### src/rtl/puf_resp_ctrl.sv
// Challenge sequencer and response generator for the RO PUF: runs the counter
// pair once per challenge, compares the synchronised counts, builds the response.
module puf_resp_ctrl #(
    parameter int N_CHAL  = 8,
    parameter int CW      = 4,
    parameter int SETTLE  = 3,
    parameter int TIMEOUT = 1023
) (
    input  logic                      i_clk,
    input  logic                      i_reset,
    input  logic                      i_start,
    input  logic [CW-1:0]             i_count1,
    input  logic [CW-1:0]             i_count2,
    output logic                      o_ctr_reset,
    output logic                      o_ctr_en,
    output logic [$clog2(N_CHAL)-1:0] o_chal_idx,
    output logic                      o_busy,
    output logic [N_CHAL-1:0]         o_response,
    output logic                      o_resp_valid,
    output logic                      o_timeout_err,
    output logic                      o_tie_flag
);

    localparam int IW = $clog2(N_CHAL);
    localparam int TW = $clog2(TIMEOUT + 1);
    localparam int PW = $clog2(SETTLE + 1);

    typedef enum logic [2:0] {
        S_IDLE,
        S_CLR,
        S_RUN,
        S_SETTLE,
        S_CMP,
        S_DONE
    } state_t;

    state_t          r_state;
    state_t          w_state_next;
    logic [PW-1:0]   r_ph;
    logic [TW-1:0]   r_tmo;
    logic [IW-1:0]   r_chal_idx;
    logic            r_chal_tmo;
    logic [CW-1:0]   r_s1_cnt [2];
    logic [CW-1:0]   r_s2_cnt [2];
    logic [N_CHAL-1:0] r_response;
    logic            r_ctr_reset;
    logic            r_ctr_en;
    logic            r_busy;
    logic            r_resp_valid;
    logic            r_timeout_err;
    logic            r_tie_flag;

    logic [CW-1:0]   w_cnt_in [2];
    logic            w_sat;
    logic [TW-1:0]   w_tmo_inc;
    logic            w_tmo_hit;
    logic            w_tmo_set;
    logic            w_accept;
    logic            w_cmp;
    logic            w_last;
    logic            w_cmp_bit;
    logic            w_tie;
    logic [N_CHAL-1:0] w_resp_next;

    assign w_cnt_in[0] = i_count1;
    assign w_cnt_in[1] = i_count2;

    // Two-flop synchronisers for the counts arriving from the oscillator domain
    genvar gi;
    generate
        for (gi = 0; gi < 2; gi++) begin : g_sync
            always_ff @(posedge i_clk) begin
                if (i_reset) begin
                    r_s1_cnt[gi] <= '0;
                    r_s2_cnt[gi] <= '0;
                end else begin
                    r_s1_cnt[gi] <= w_cnt_in[gi];
                    r_s2_cnt[gi] <= r_s1_cnt[gi];
                end
            end
        end
    endgenerate

    assign w_sat     = (&r_s2_cnt[0]) | (&r_s2_cnt[1]);
    assign w_tmo_inc = r_tmo + TW'(1);
    assign w_tmo_hit = (w_tmo_inc == TW'(TIMEOUT));
    assign w_accept  = (r_state == S_IDLE) && i_start;
    assign w_cmp     = (r_state == S_CMP);
    assign w_last    = (r_chal_idx == IW'(N_CHAL - 1));
    assign w_tie     = (r_s2_cnt[0] == r_s2_cnt[1]);
    // A timed-out challenge always yields 0, whatever the counts say
    assign w_cmp_bit = !r_chal_tmo && (r_s2_cnt[0] > r_s2_cnt[1]);

    generate
        for (gi = 0; gi < N_CHAL; gi++) begin : g_resp
            assign w_resp_next[gi] = w_accept ? 1'b0 :
                                     (w_cmp && (r_chal_idx == IW'(gi))) ? w_cmp_bit :
                                     r_response[gi];
        end
    endgenerate

    always_comb begin
        w_state_next = r_state;
        w_tmo_set    = 1'b0;
        case (r_state)
            S_IDLE: begin
                if (i_start) begin
                    w_state_next = S_CLR;
                end
            end
            S_CLR: begin
                if (r_ph == PW'(1)) begin
                    w_state_next = S_RUN;
                end
            end
            S_RUN: begin
                if (w_sat) begin
                    w_state_next = S_SETTLE;
                end else if (w_tmo_hit) begin
                    w_state_next = S_SETTLE;
                    w_tmo_set    = 1'b1;
                end
            end
            S_SETTLE: begin
                if (r_ph == PW'(SETTLE - 1)) begin
                    w_state_next = S_CMP;
                end
            end
            S_CMP: begin
                w_state_next = w_last ? S_DONE : S_CLR;
            end
            S_DONE: begin
                w_state_next = S_IDLE;
            end
            default: begin
                w_state_next = S_IDLE;
            end
        endcase
    end

    // Counter-pair controls are registered from the next state so they reach
    // the oscillator domain glitch-free while still tracking the state exactly.
    always_ff @(posedge i_clk) begin
        if (i_reset) begin
            r_state       <= S_IDLE;
            r_ph          <= '0;
            r_tmo         <= '0;
            r_chal_idx    <= '0;
            r_chal_tmo    <= 1'b0;
            r_response    <= '0;
            r_ctr_reset   <= 1'b1;
            r_ctr_en      <= 1'b0;
            r_busy        <= 1'b0;
            r_resp_valid  <= 1'b0;
            r_timeout_err <= 1'b0;
            r_tie_flag    <= 1'b0;
        end else begin
            r_state <= w_state_next;

            if (w_state_next != r_state) begin
                r_ph <= '0;
            end else if ((r_state == S_CLR) || (r_state == S_SETTLE)) begin
                r_ph <= r_ph + PW'(1);
            end

            if ((w_state_next == S_RUN) && (r_state != S_RUN)) begin
                r_tmo <= '0;
            end else if (r_state == S_RUN) begin
                r_tmo <= w_tmo_inc;
            end

            if (w_accept) begin
                r_chal_idx <= '0;
            end else if (w_cmp && !w_last) begin
                r_chal_idx <= r_chal_idx + IW'(1);
            end

            if (r_state == S_CLR) begin
                r_chal_tmo <= 1'b0;
            end else if (w_tmo_set) begin
                r_chal_tmo <= 1'b1;
            end

            if (w_accept) begin
                r_timeout_err <= 1'b0;
            end else if (w_tmo_set) begin
                r_timeout_err <= 1'b1;
            end

            if (w_accept) begin
                r_tie_flag <= 1'b0;
            end else if (w_cmp && w_tie) begin
                r_tie_flag <= 1'b1;
            end

            r_response   <= w_resp_next;
            r_ctr_reset  <= (w_state_next == S_IDLE) || (w_state_next == S_CLR) ||
                            (w_state_next == S_DONE);
            r_ctr_en     <= (w_state_next == S_RUN);
            r_busy       <= (w_state_next != S_IDLE);
            r_resp_valid <= (w_state_next == S_DONE);
        end
    end

    assign o_ctr_reset   = r_ctr_reset;
    assign o_ctr_en      = r_ctr_en;
    assign o_chal_idx    = r_chal_idx;
    assign o_busy        = r_busy;
    assign o_response    = r_response;
    assign o_resp_valid  = r_resp_valid;
    assign o_timeout_err = r_timeout_err;
    assign o_tie_flag    = r_tie_flag;

endmodule

### config.mk
export PLATFORM = sky130hd
export DESIGN_NAME = puf_resp_ctrl
export DESIGN_NICKNAME = d
export VERILOG_FILES = /design/src/rtl/puf_resp_ctrl.sv
export SDC_FILE = /design/constraint.sdc
export NUM_CORES = 1
export LEC_CHECK = 0
export BUFFER_PORTS_ARGS = -buffer_cell sky130_fd_sc_hd__buf_2
export CAP_MARGIN = 25
export CORE_ASPECT_RATIO = 0.6
export CORE_MARGIN = 1
export CORE_UTILIZATION = 40
export CTS_BUF_LIST = sky130_fd_sc_hd__clkbuf_4
export DETAILED_ROUTE_END_ITERATION = 10
export SYNTH_ARGS = -nofsm -noshare
export SYNTH_HDL_FRONTEND = slang
export SYNTH_SLANG_ARGS = --single-unit
export TNS_END_PERCENT = 10
### constraint.sdc
create_clock -name i_clk -period 1.5 [get_ports i_clk]
set_input_delay 0 -clock i_clk [delete_from_list [all_inputs] [get_ports i_clk]]
set_output_delay 0 -clock i_clk [all_outputs]
set_load 0.02 [all_outputs]
==> results.rst, run 1 <==
.. list-table::
   :header-rows: 1

   * - Metric
     - Value
   * - Number of synthesis warnings
     - 0
   * - Final weighted congestion in routability-driven placement
     - 0.828
   * - Number of clock sinks
     - 49
   * - Skew final
     - 0.0169 ns
   * - Worst slew pin tran
     - 0.364 ns
   * - Cell count after synthesis
     - 246
   * - Post-synthesis register bit count
     - 49
   * - Filler cells
     - 469
   * - Critical path class
     - reg -> reg
   * - Signal arrival time at the worst endpoint
     - 1.88 ns
   * - Fmax
     - 623 MHz
   * - Design area
     - 0.00304 mm2
   * - Top routing layer used
     - met4
   * - Growth of design area from synthesis to finish
     - 38.4%
   * - Post-place setup slack
     - -0.163 ns
   * - Area of the multi-input gates
     - 0.00127 mm2
   * - Share of post-route cells with drive strength above 1
     - 38.7%
   * - Class of the most critical hold timing path
     - in -> reg
   * - Clock Latency Late Sink
     - 0.38 ns
   * - Number of failing setup endpoints in the final timing report
     - 16
   * - Most common cell after layout, fill and taps aside
     - buf_4
   * - DRT Pass-1 Iters
     - 7
   * - Mean instance size in the synthesized netlist
     - 8.94 um2
   * - Number of enable-type register cells in the synthesized netlist
     - 0
   * - TritonCTS Buffers
     - 5
   * - Reg-to-reg startpoint
     - r_tmo[0]$_SDFFE_PP0P_
   * - Type of element launching the critical path
     - flip-flop
   * - GR Overflow Total
     - 0
   * - Netlist area before placement
     - 0.00220 mm2
   * - # Max-Cap Violations
     - 0
   * - Count of unresolved DRC violations after routing
     - 4
   * - Port Buffers
     - 27
   * - Number of pins exceeding their max-slew limit in the final report
     - 0
   * - Residual antenna-violating net count after detailed routing
     - 0
   * - Fraction of registers with async set or reset after synthesis
     - 0%
   * - Length of routed met3 wiring
     - 222 um
   * - Cell leakage power
     - 1.27 nW
   * - Violation count after the first detailed-routing iteration
     - 104
   * - I/O pin total
     - 28
   * - Maximum clock path buffer count
     - 2
   * - Capture point of the critical path
     - r_ph[1]$_SDFFE_PP0P_
   * - Biggest area contributors in the synthesized netlist
     - dfxtp_1 (45%), ha_1 (8.0%), nor2b_1 (5.7%)
   * - R2R cell count
     - 7
   * - Fin crit period
     - 1.60 ns
   * - Area fraction of the dominant cell type after synthesis
     - 44.6%
   * - Total power per unit cell area
     - 801 mW/mm2
   * - WL met2
     - 1.84 mm
   * - Die width
     - 97.7 um
   * - Final hold vios
     - 0
   * - Number of global-route vias before repair
     - 1,683
   * - Crit Path Max Fanout
     - 8
   * - Commonest non-fill, non-tap cells in the layout
     - buf_4 (38), dfxtp_1 (36), buf_2 (27)
   * - Worst path required time
     - 1.78 ns
   * - Placed wire-length estimate
     - 3.42 mm
   * - Failing checks
     - DRC, setup timing
   * - Final cycle utilization of the critical path
     - 107%
   * - Slew margin rel.
     - 75.6%
   * - Root Buffer
     - clkbuf_4
   * - Total length of routed wires
     - 4.81 mm
   * - Element type at the critical path end
     - flip-flop
   * - Clock H-tree levels
     - 2
   * - Vertical extent of the die
     - 59.4 um
   * - Placeable core region
     - 0.00518 mm2
   * - Clock tree from TritonCTS
     - yes
   * - Cell type contributing the most total cell area after synthesis
     - dfxtp_1
   * - RSZ-0062 raised after global routing
     - yes
   * - Sequential cell area fraction in the yosys report
     - 44.6%
   * - Peak supply drop
     - 0.444 mV
   * - Number of antenna repair diodes
     - 0
   * - Register-to-register setup slack
     - -0.10 ns
   * - Yosys cell types
     - 45
   * - Global Route Usage Sum
     - 17.5%
   * - Wire length of the first global-routing pass
     - 7.95 mm
   * - Total vias in the final route
     - 1,885
   * - FP Rows
     - 20
   * - Most common flop cell mapped by yosys
     - dfxtp_1
   * - Outcome
     - finished, violations left
   * - Clock-pin slew on the worst setup and hold paths
     - 0.15 ns
   * - Number of antenna violations at the first check in global routing
     - 0
   * - Drt wl/cell
     - 12.4 um
   * - Worst setup path startpoint
     - r_tmo[0]$_SDFFE_PP0P_
   * - Worst R2R End
     - r_ph[1]$_SDFFE_PP0P_
   * - Starting density of the core
     - 42.5%
   * - Number of nets at the end of the flow
     - 347
   * - Overall die area
     - 0.00581 mm2
   * - Combined flip-flop and latch cell area
     - 0.00101 mm2
   * - Post-synth net total
     - 271
   * - Setup slack after layout
     - -0.105 ns
   * - Placed Instance Area
     - 0.00268 mm2
   * - Pin count of the biggest net entering global routing
     - 22
   * - Met1 WL
     - 2.70 mm
   * - Average via count per standard cell
     - 4.85
[synth_stat cells (all sizes together) (5+ instances only)]
| cell type | number |
|---|---|
| nor2b | 20 |
| o21ai | 12 |
| xor2 | 5 |
| ha | 14 |
| nand3 | 6 |
| dfxtp | 49 |
| nand2 | 26 |
| a21oi | 15 |
| clkbuf | 5 |
| nor2 | 27 |
| xnor2 | 7 |
| inv | 13 |
[worst min path at each step]
| stage | depth (start not counted) | start | endpoint |
|---|---|---|---|
| 2_1_floorplan | 1 | i_reset | r_state[1]$_SDFF_PP0_ |
| 3_3_place_gp | 2 | i_count2[3] | r_s1_cnt[1][3]$_SDFF_PP0_ |
| 3_5_place_dp | 2 | i_count2[3] | r_s1_cnt[1][3]$_SDFF_PP0_ |
| 4_1_cts | 3 | i_start | o_response[1]$_SDFFE_PP0P_ |
| 5_1_grt | 3 | i_start | o_response[6]$_SDFFE_PP0P_ |
| 6_report | 3 | i_start | o_response[1]$_SDFFE_PP0P_ |
[layout make-up]
class                   instances  share of cell area (%)
clock inverters                 3                    1.44
well taps                      66                    2.71
flip-flops and latches         49                    33.1
inverters                      13                    1.60
clock buffers                   5                    1.23
repair buffers                 78                    18.2
multi-input cells             175                    41.7
[cell families (layout without fill, tap and decap cells)]
kind of cell,Yosys count,count (layout),synth area share [%]
AOI/OAI and AO/OA,45,45,12.8
xor gates and xnor gates,12,12,4.78
adders and majority gates,14,14,7.96
buffers and inverters,22,99,4.38
DFF,49,49,44.6
muxes,1,1,0.455
and+or+nand+nor,103,103,25.0
[per-layer routing]
metal  track usage (%)  up-vias
met2              23.7       37
met3              4.60        5
met1              26.9      855
met4              4.55        0
li1                  -      988
met5                 0        -
[sequential cells by signal, indices dropped and copies added, names as in the netlist]
| signal | flops |
|---|---|
| r_tmo | 10 |
| o_tie_flag | 1 |
| o_busy | 1 |
| r_state | 3 |
| o_ctr_reset | 1 |
| o_ctr_en | 1 |
| r_s1_cnt | 8 |
| o_resp_valid | 1 |
| o_chal_idx | 3 |
| o_response | 8 |
| r_ph | 2 |
| r_chal_tmo | 1 |
| o_timeout_err | 1 |
| r_s2_cnt | 8 |
[timing repair]
action                     CTS  global route
gates resized for setup     24            39
hold endpoints to repair    10             0
setup endpoints to repair   22            26
setup buffers                2             0
hold buffers                 9             0
pin swaps                    1            13
[critical path: stages (launching register included)]
cell     delay [ns]
dfxtp_4        0.39
buf_6          0.11
inv_1          0.05
ha_2           0.17
nand3_2        0.09
nor4b_4        0.27
o31ai_4        0.17
a22o_2         0.25
[stage by stage]
stage | cells | utilization (%) | TNS, ns | hold slack [ns] | total power, mW
4_1_cts | 389 | 56.9 | -0.984 | 0.157 | 2.44
6_report | 389 | 58.8 | -0.653 | 0.160 | 2.44
3_5_place_dp | 370 | 51.8 | -2.04 | 0.214 | 1.62
5_1_grt | 389 | 58.8 | -2.36 | 0.167 | 2.54
2_1_floorplan | 246 | - | -0.586 | 0.107 | 1.52
3_3_place_gp | 370 | 51.8 | -2.02 | 0.210 | 1.62
[report_power, final]
group	total [mW]	switching, mW	leakage (nW)	internal [mW]
clock	0.797	0.442	0.0456	0.355
sequential	1.36	0.0212	0.406	1.33
combinational	0.288	0.141	0.820	0.147
total	2.44	0.605	1.27	1.83
No activity file was read; power rests on OpenSTA's default activity.
==> inputs of run 2 (changes only) <==
ABC_AREA = 1   (was unset)
clock period = 1.8 ns   (was 1.5 ns; I/O delays follow)
==> run 2 against run 1 <==
Compared with the run above:
- the run now ends clean
- largest cell class unchanged
- setup slack improved by 0.33 ns
- fmax grew 1.8%
- global-route usage decreased by 0.74 points
- critical path depth increased by 4
- critical endpoint unchanged
- non-clock buffer count shrank 36
- cell area shrank 13%
- core utilization is 8.1 points lower
- clock-buffer cell count unchanged
- clock skew decreased by 0.011 ns
==> results.rst, run 2 <==
.. list-table::
   :header-rows: 1

   * - Metric
     - Value
   * - Outcome
     - completed (was finished, violations left)
   * - Fin crit period
     - 1.58 ns (was 1.60 ns)
   * - FP Rows
     - 20 (unchanged)
   * - TritonCTS Buffers
     - 5 (unchanged)
   * - Mean instance size in the synthesized netlist
     - 7.62 um2 (was 8.94 um2)
   * - Most repeated cell in the gate-level netlist after synthesis
     - inv_1 (was dfxtp_1)
   * - Netlist area before placement
     - 0.00222 mm2 (was 0.00220 mm2)
   * - Residual antenna-violating net count after detailed routing
     - 0 (unchanged)
   * - Violation count after the first detailed-routing iteration
     - 88 (was 104)
   * - Worst path required time
     - 2.08 ns (was 1.78 ns)
   * - Die width
     - 98.3 um (was 97.7 um)
   * - Maximum clock path buffer count
     - 2 (unchanged)
   * - Clock H-tree levels
     - 2 (unchanged)
   * - Cell count after synthesis
     - 292 (was 246)
   * - Wire length of the first global-routing pass
     - 7.53 mm (was 7.95 mm)
   * - Fmax
     - 634 MHz (was 623 MHz)
   * - Number of synthesis warnings
     - 0 (unchanged)
   * - Number of antenna repair diodes
     - 0 (unchanged)
   * - Fraction of registers with async set or reset after synthesis
     - 0% (unchanged)
   * - Placed wire-length estimate
     - 3.28 mm (was 3.42 mm)
   * - Port Buffers
     - 27 (unchanged)
   * - Drt wl/cell
     - 10.9 um (was 12.4 um)
   * - GR Overflow Total
     - 0 (unchanged)
   * - Vertical extent of the die
     - 59.8 um (was 59.4 um)
   * - Most common library cells after synthesis
     - inv_1 (50), dfxtp_1 (49), nor2_1 (48) (was dfxtp_1 (49), nor2_1 (27), nand2_1 (26))
   * - Number of clock sinks
     - 49 (unchanged)
   * - DRT Pass-1 Iters
     - 6 (was 7)
   * - Placeable core region
     - 0.00520 mm2 (was 0.00518 mm2)
   * - Count of unresolved DRC violations after routing
     - 0 (was 4)
   * - Element type at the critical path end
     - flip-flop (unchanged)
   * - Number of pins exceeding their max-slew limit in the final report
     - 0 (unchanged)
   * - Area fraction of the dominant cell type after synthesis
     - 44.1% (was 44.6%)
   * - # Max-Cap Violations
     - 0 (unchanged)
   * - Worst slew pin tran
     - 0.397 ns (was 0.364 ns)
   * - Share of post-route cells with drive strength above 1
     - 20.8% (was 38.7%)
   * - Final weighted congestion in routability-driven placement
     - 0.869 (was 0.828)
   * - Yosys cell types
     - 28 (was 45)
   * - Crit Path Max Fanout
     - 4 (was 8)
   * - Number of nets at the end of the flow
     - 361 (was 347)
   * - Setup TNS
     - 0 ns (was -0.653 ns)
   * - Peak supply drop
     - 0.349 mV (was 0.444 mV)
   * - Critical path class
     - reg -> reg (unchanged)
   * - Type of element launching the critical path
     - flip-flop (unchanged)
   * - Overall die area
     - 0.00587 mm2 (was 0.00581 mm2)
   * - GR met1 Demand/Resource
     - 25.6% (was 26.9%)
   * - Global-route met3 utilization
     - 4.33% (was 4.60%)
   * - Filler cells
     - 517 (was 469)
   * - Number of enable-type register cells in the synthesized netlist
     - 0 (unchanged)
   * - Cell type contributing the most total cell area after synthesis
     - dfxtp_1 (unchanged)
   * - Post-synthesis register bit count
     - 49 (unchanged)
   * - GRT busiest layer
     - met1 (unchanged)
   * - Starting density of the core
     - 42.7% (was 42.5%)
   * - Number of failing setup endpoints in the final timing report
     - 0 (was 16)
   * - Final hold vios
     - 0 (unchanged)
   * - Signal arrival time at the worst endpoint
     - 1.86 ns (was 1.88 ns)
   * - Total length of routed wires
     - 4.37 mm (was 4.81 mm)
   * - Total vias in the final route
     - 1,851 (was 1,885)
   * - Number of flip-flops in the largest register
     - 10 (unchanged)
   * - RSZ-0062 raised after global routing
     - no (was yes)
   * - Number of antenna violations at the first check in global routing
     - 0 (unchanged)
   * - Post-synth net total
     - 317 (was 271)
   * - Cell leakage power
     - 1.16 nW (was 1.27 nW)
   * - Slew margin rel.
     - 73.4% (was 75.6%)
   * - Average via count per standard cell
     - 4.59 (was 4.85)
   * - Clock tree from TritonCTS
     - yes (unchanged)
   * - Biggest area contributors in the synthesized netlist
     - dfxtp_1 (44%), inv_1 (8.4%), nor2_1 (8.1%) (was dfxtp_1 (45%), ha_1 (8.0%), nor2b_1 (5.7%))
   * - Post-placement cell count
     - 386 (was 370)
   * - Largest register by flop count
     - r_tmo (unchanged)
   * - Number of non-filler instances in the completed layout
     - 403 (was 389)
   * - Growth of design area from synthesis to finish
     - 18.5% (was 38.4%)
   * - Skew final
     - 0.00552 ns (was 0.0169 ns)
   * - Clock-pin slew on the worst setup and hold paths
     - 0.15 ns (about the same)
   * - Final cycle utilization of the critical path
     - 87.6% (was 107%)
   * - Number of global-route vias before repair
     - 1,616 (was 1,683)
   * - Clock Latency Late Sink
     - 0.37 ns (was 0.38 ns)
   * - Class of the most critical hold timing path
     - in -> reg (unchanged)
   * - Total power per unit cell area
     - 715 mW/mm2 (was 801 mW/mm2)
   * - Pin count of the biggest net entering global routing
     - 20 (was 22)
   * - Most common flop cell mapped by yosys
     - dfxtp_1 (unchanged)
   * - Commonest non-fill, non-tap cells in the layout
     - inv_1 (48), nor2_1 (48), dfxtp_1 (46) (was buf_4 (38), dfxtp_1 (36), buf_2 (27))
   * - Sequential cell area fraction in the yosys report
     - 44.1% (was 44.6%)
   * - I/O pin total
     - 28 (unchanged)
   * - Global Route Usage Sum
     - 16.8% (was 17.5%)
   * - Root Buffer
     - clkbuf_4 (unchanged)
   * - Met2 usage in global routing
     - 22.5% (was 23.7%)
==> run 2: critical path, cell delays in order, from the launching register on <==
cell and delay [ns]:
dfxtp_4 0.40, inv_2 0.07, ha_2 0.20, nand4_1 0.12
nor2_1 0.10, nand3_1 0.08, nor2_2 0.15, nand3_2 0.10
nand2_2 0.09, nand2_1 0.05, nand2_1 0.07, nor2_1 0.04
==> run 2: cells by family after synthesis <==
logic type / after synthesis / synth area share, %
buf+inv: 61 / 10.7
compound gates: 40 / 10.3
simple gates: 124 / 25.5
flops: 49 / 44.1
fa+ha+maj: 14 / 7.87
xor+xnor: 4 / 1.58
==> run 2: cell type report <==
| class | instances | area [um2] | area share [%] |
|---|---|---|---|
| Clock buffer | 5 | 37.5 | 1.42 |
| Timing Repair Buffer | 42 | 270 | 10.3 |
| Tap cell | 66 | 82.6 | 3.13 |
| Sequential cell | 49 | 990 | 37.5 |
| Clock inverter | 3 | 25.0 | 0.949 |
| Multi-Input combinational cell | 182 | 1020 | 38.7 |
| Inverter | 56 | 210 | 7.97 |
==> run 2: timing repair <==
item / CTS / global route
buffers inserted: 0 / 0
endpoints found under the hold margin: 12 / 0
resized for setup: 0 / 10
hold buffers: 9 / 0
setup endpoints to repair: 0 / 8
==> run 2: where the power goes <==
part | switching (mW) | total, mW | internal [mW]
Combinational | 0.124 | 0.209 | 0.0846
Clock | 0.375 | 0.535 | 0.160
Sequential | 0.0237 | 1.14 | 1.12
Total | 0.523 | 1.89 | 1.36
==> run 2: worst paths after layout <==
| path | slack, ns | start | depth (start not counted) | endpoint |
|---|---|---|---|---|
| setup reg to reg | 0.22 | r_tmo[0]$_SDFFE_PP0P_ | 11 | r_ph[1]$_SDFFE_PP0P_ |
| setup / recovery | 0.22 | r_tmo[0]$_SDFFE_PP0P_ | 11 | r_ph[1]$_SDFFE_PP0P_ |
| hold reg to reg | 0.41 | r_s1_cnt[1][0]$_SDFF_PP0_ | 2 | r_s2_cnt[1][0]$_SDFF_PP0_ |
| hold / removal | 0.10 | i_start | 4 | o_timeout_err$_SDFFE_PP0P_ |
==> run 2: routing by layer <==
metal	part of all wire (%)	wire, um	vias up
li1	-	-	1006
met2	36	1580	50
met5	0	0	-
met4	1.3	55	0
met1	57	2490	787
met3	5.7	248	8
==> run 2: metrics by stage <==
step / worst slack [ns] / util [%] / power (mW) / instance area [um2] / hold slack, ns
2_1_floorplan: 0.165 / - / 1.30 / 2220 / 0.107
3_3_place_gp: 0.189 / 47.3 / 1.36 / 2460 / 0.201
3_5_place_dp: 0.142 / 47.3 / 1.36 / 2460 / 0.206
4_1_cts: 0.107 / 50.2 / 1.91 / 2610 / 0.0796
5_1_grt: 0.0285 / 50.6 / 2.00 / 2640 / 0.135
6_report: 0.224 / 50.6 / 1.89 / 2640 / 0.101
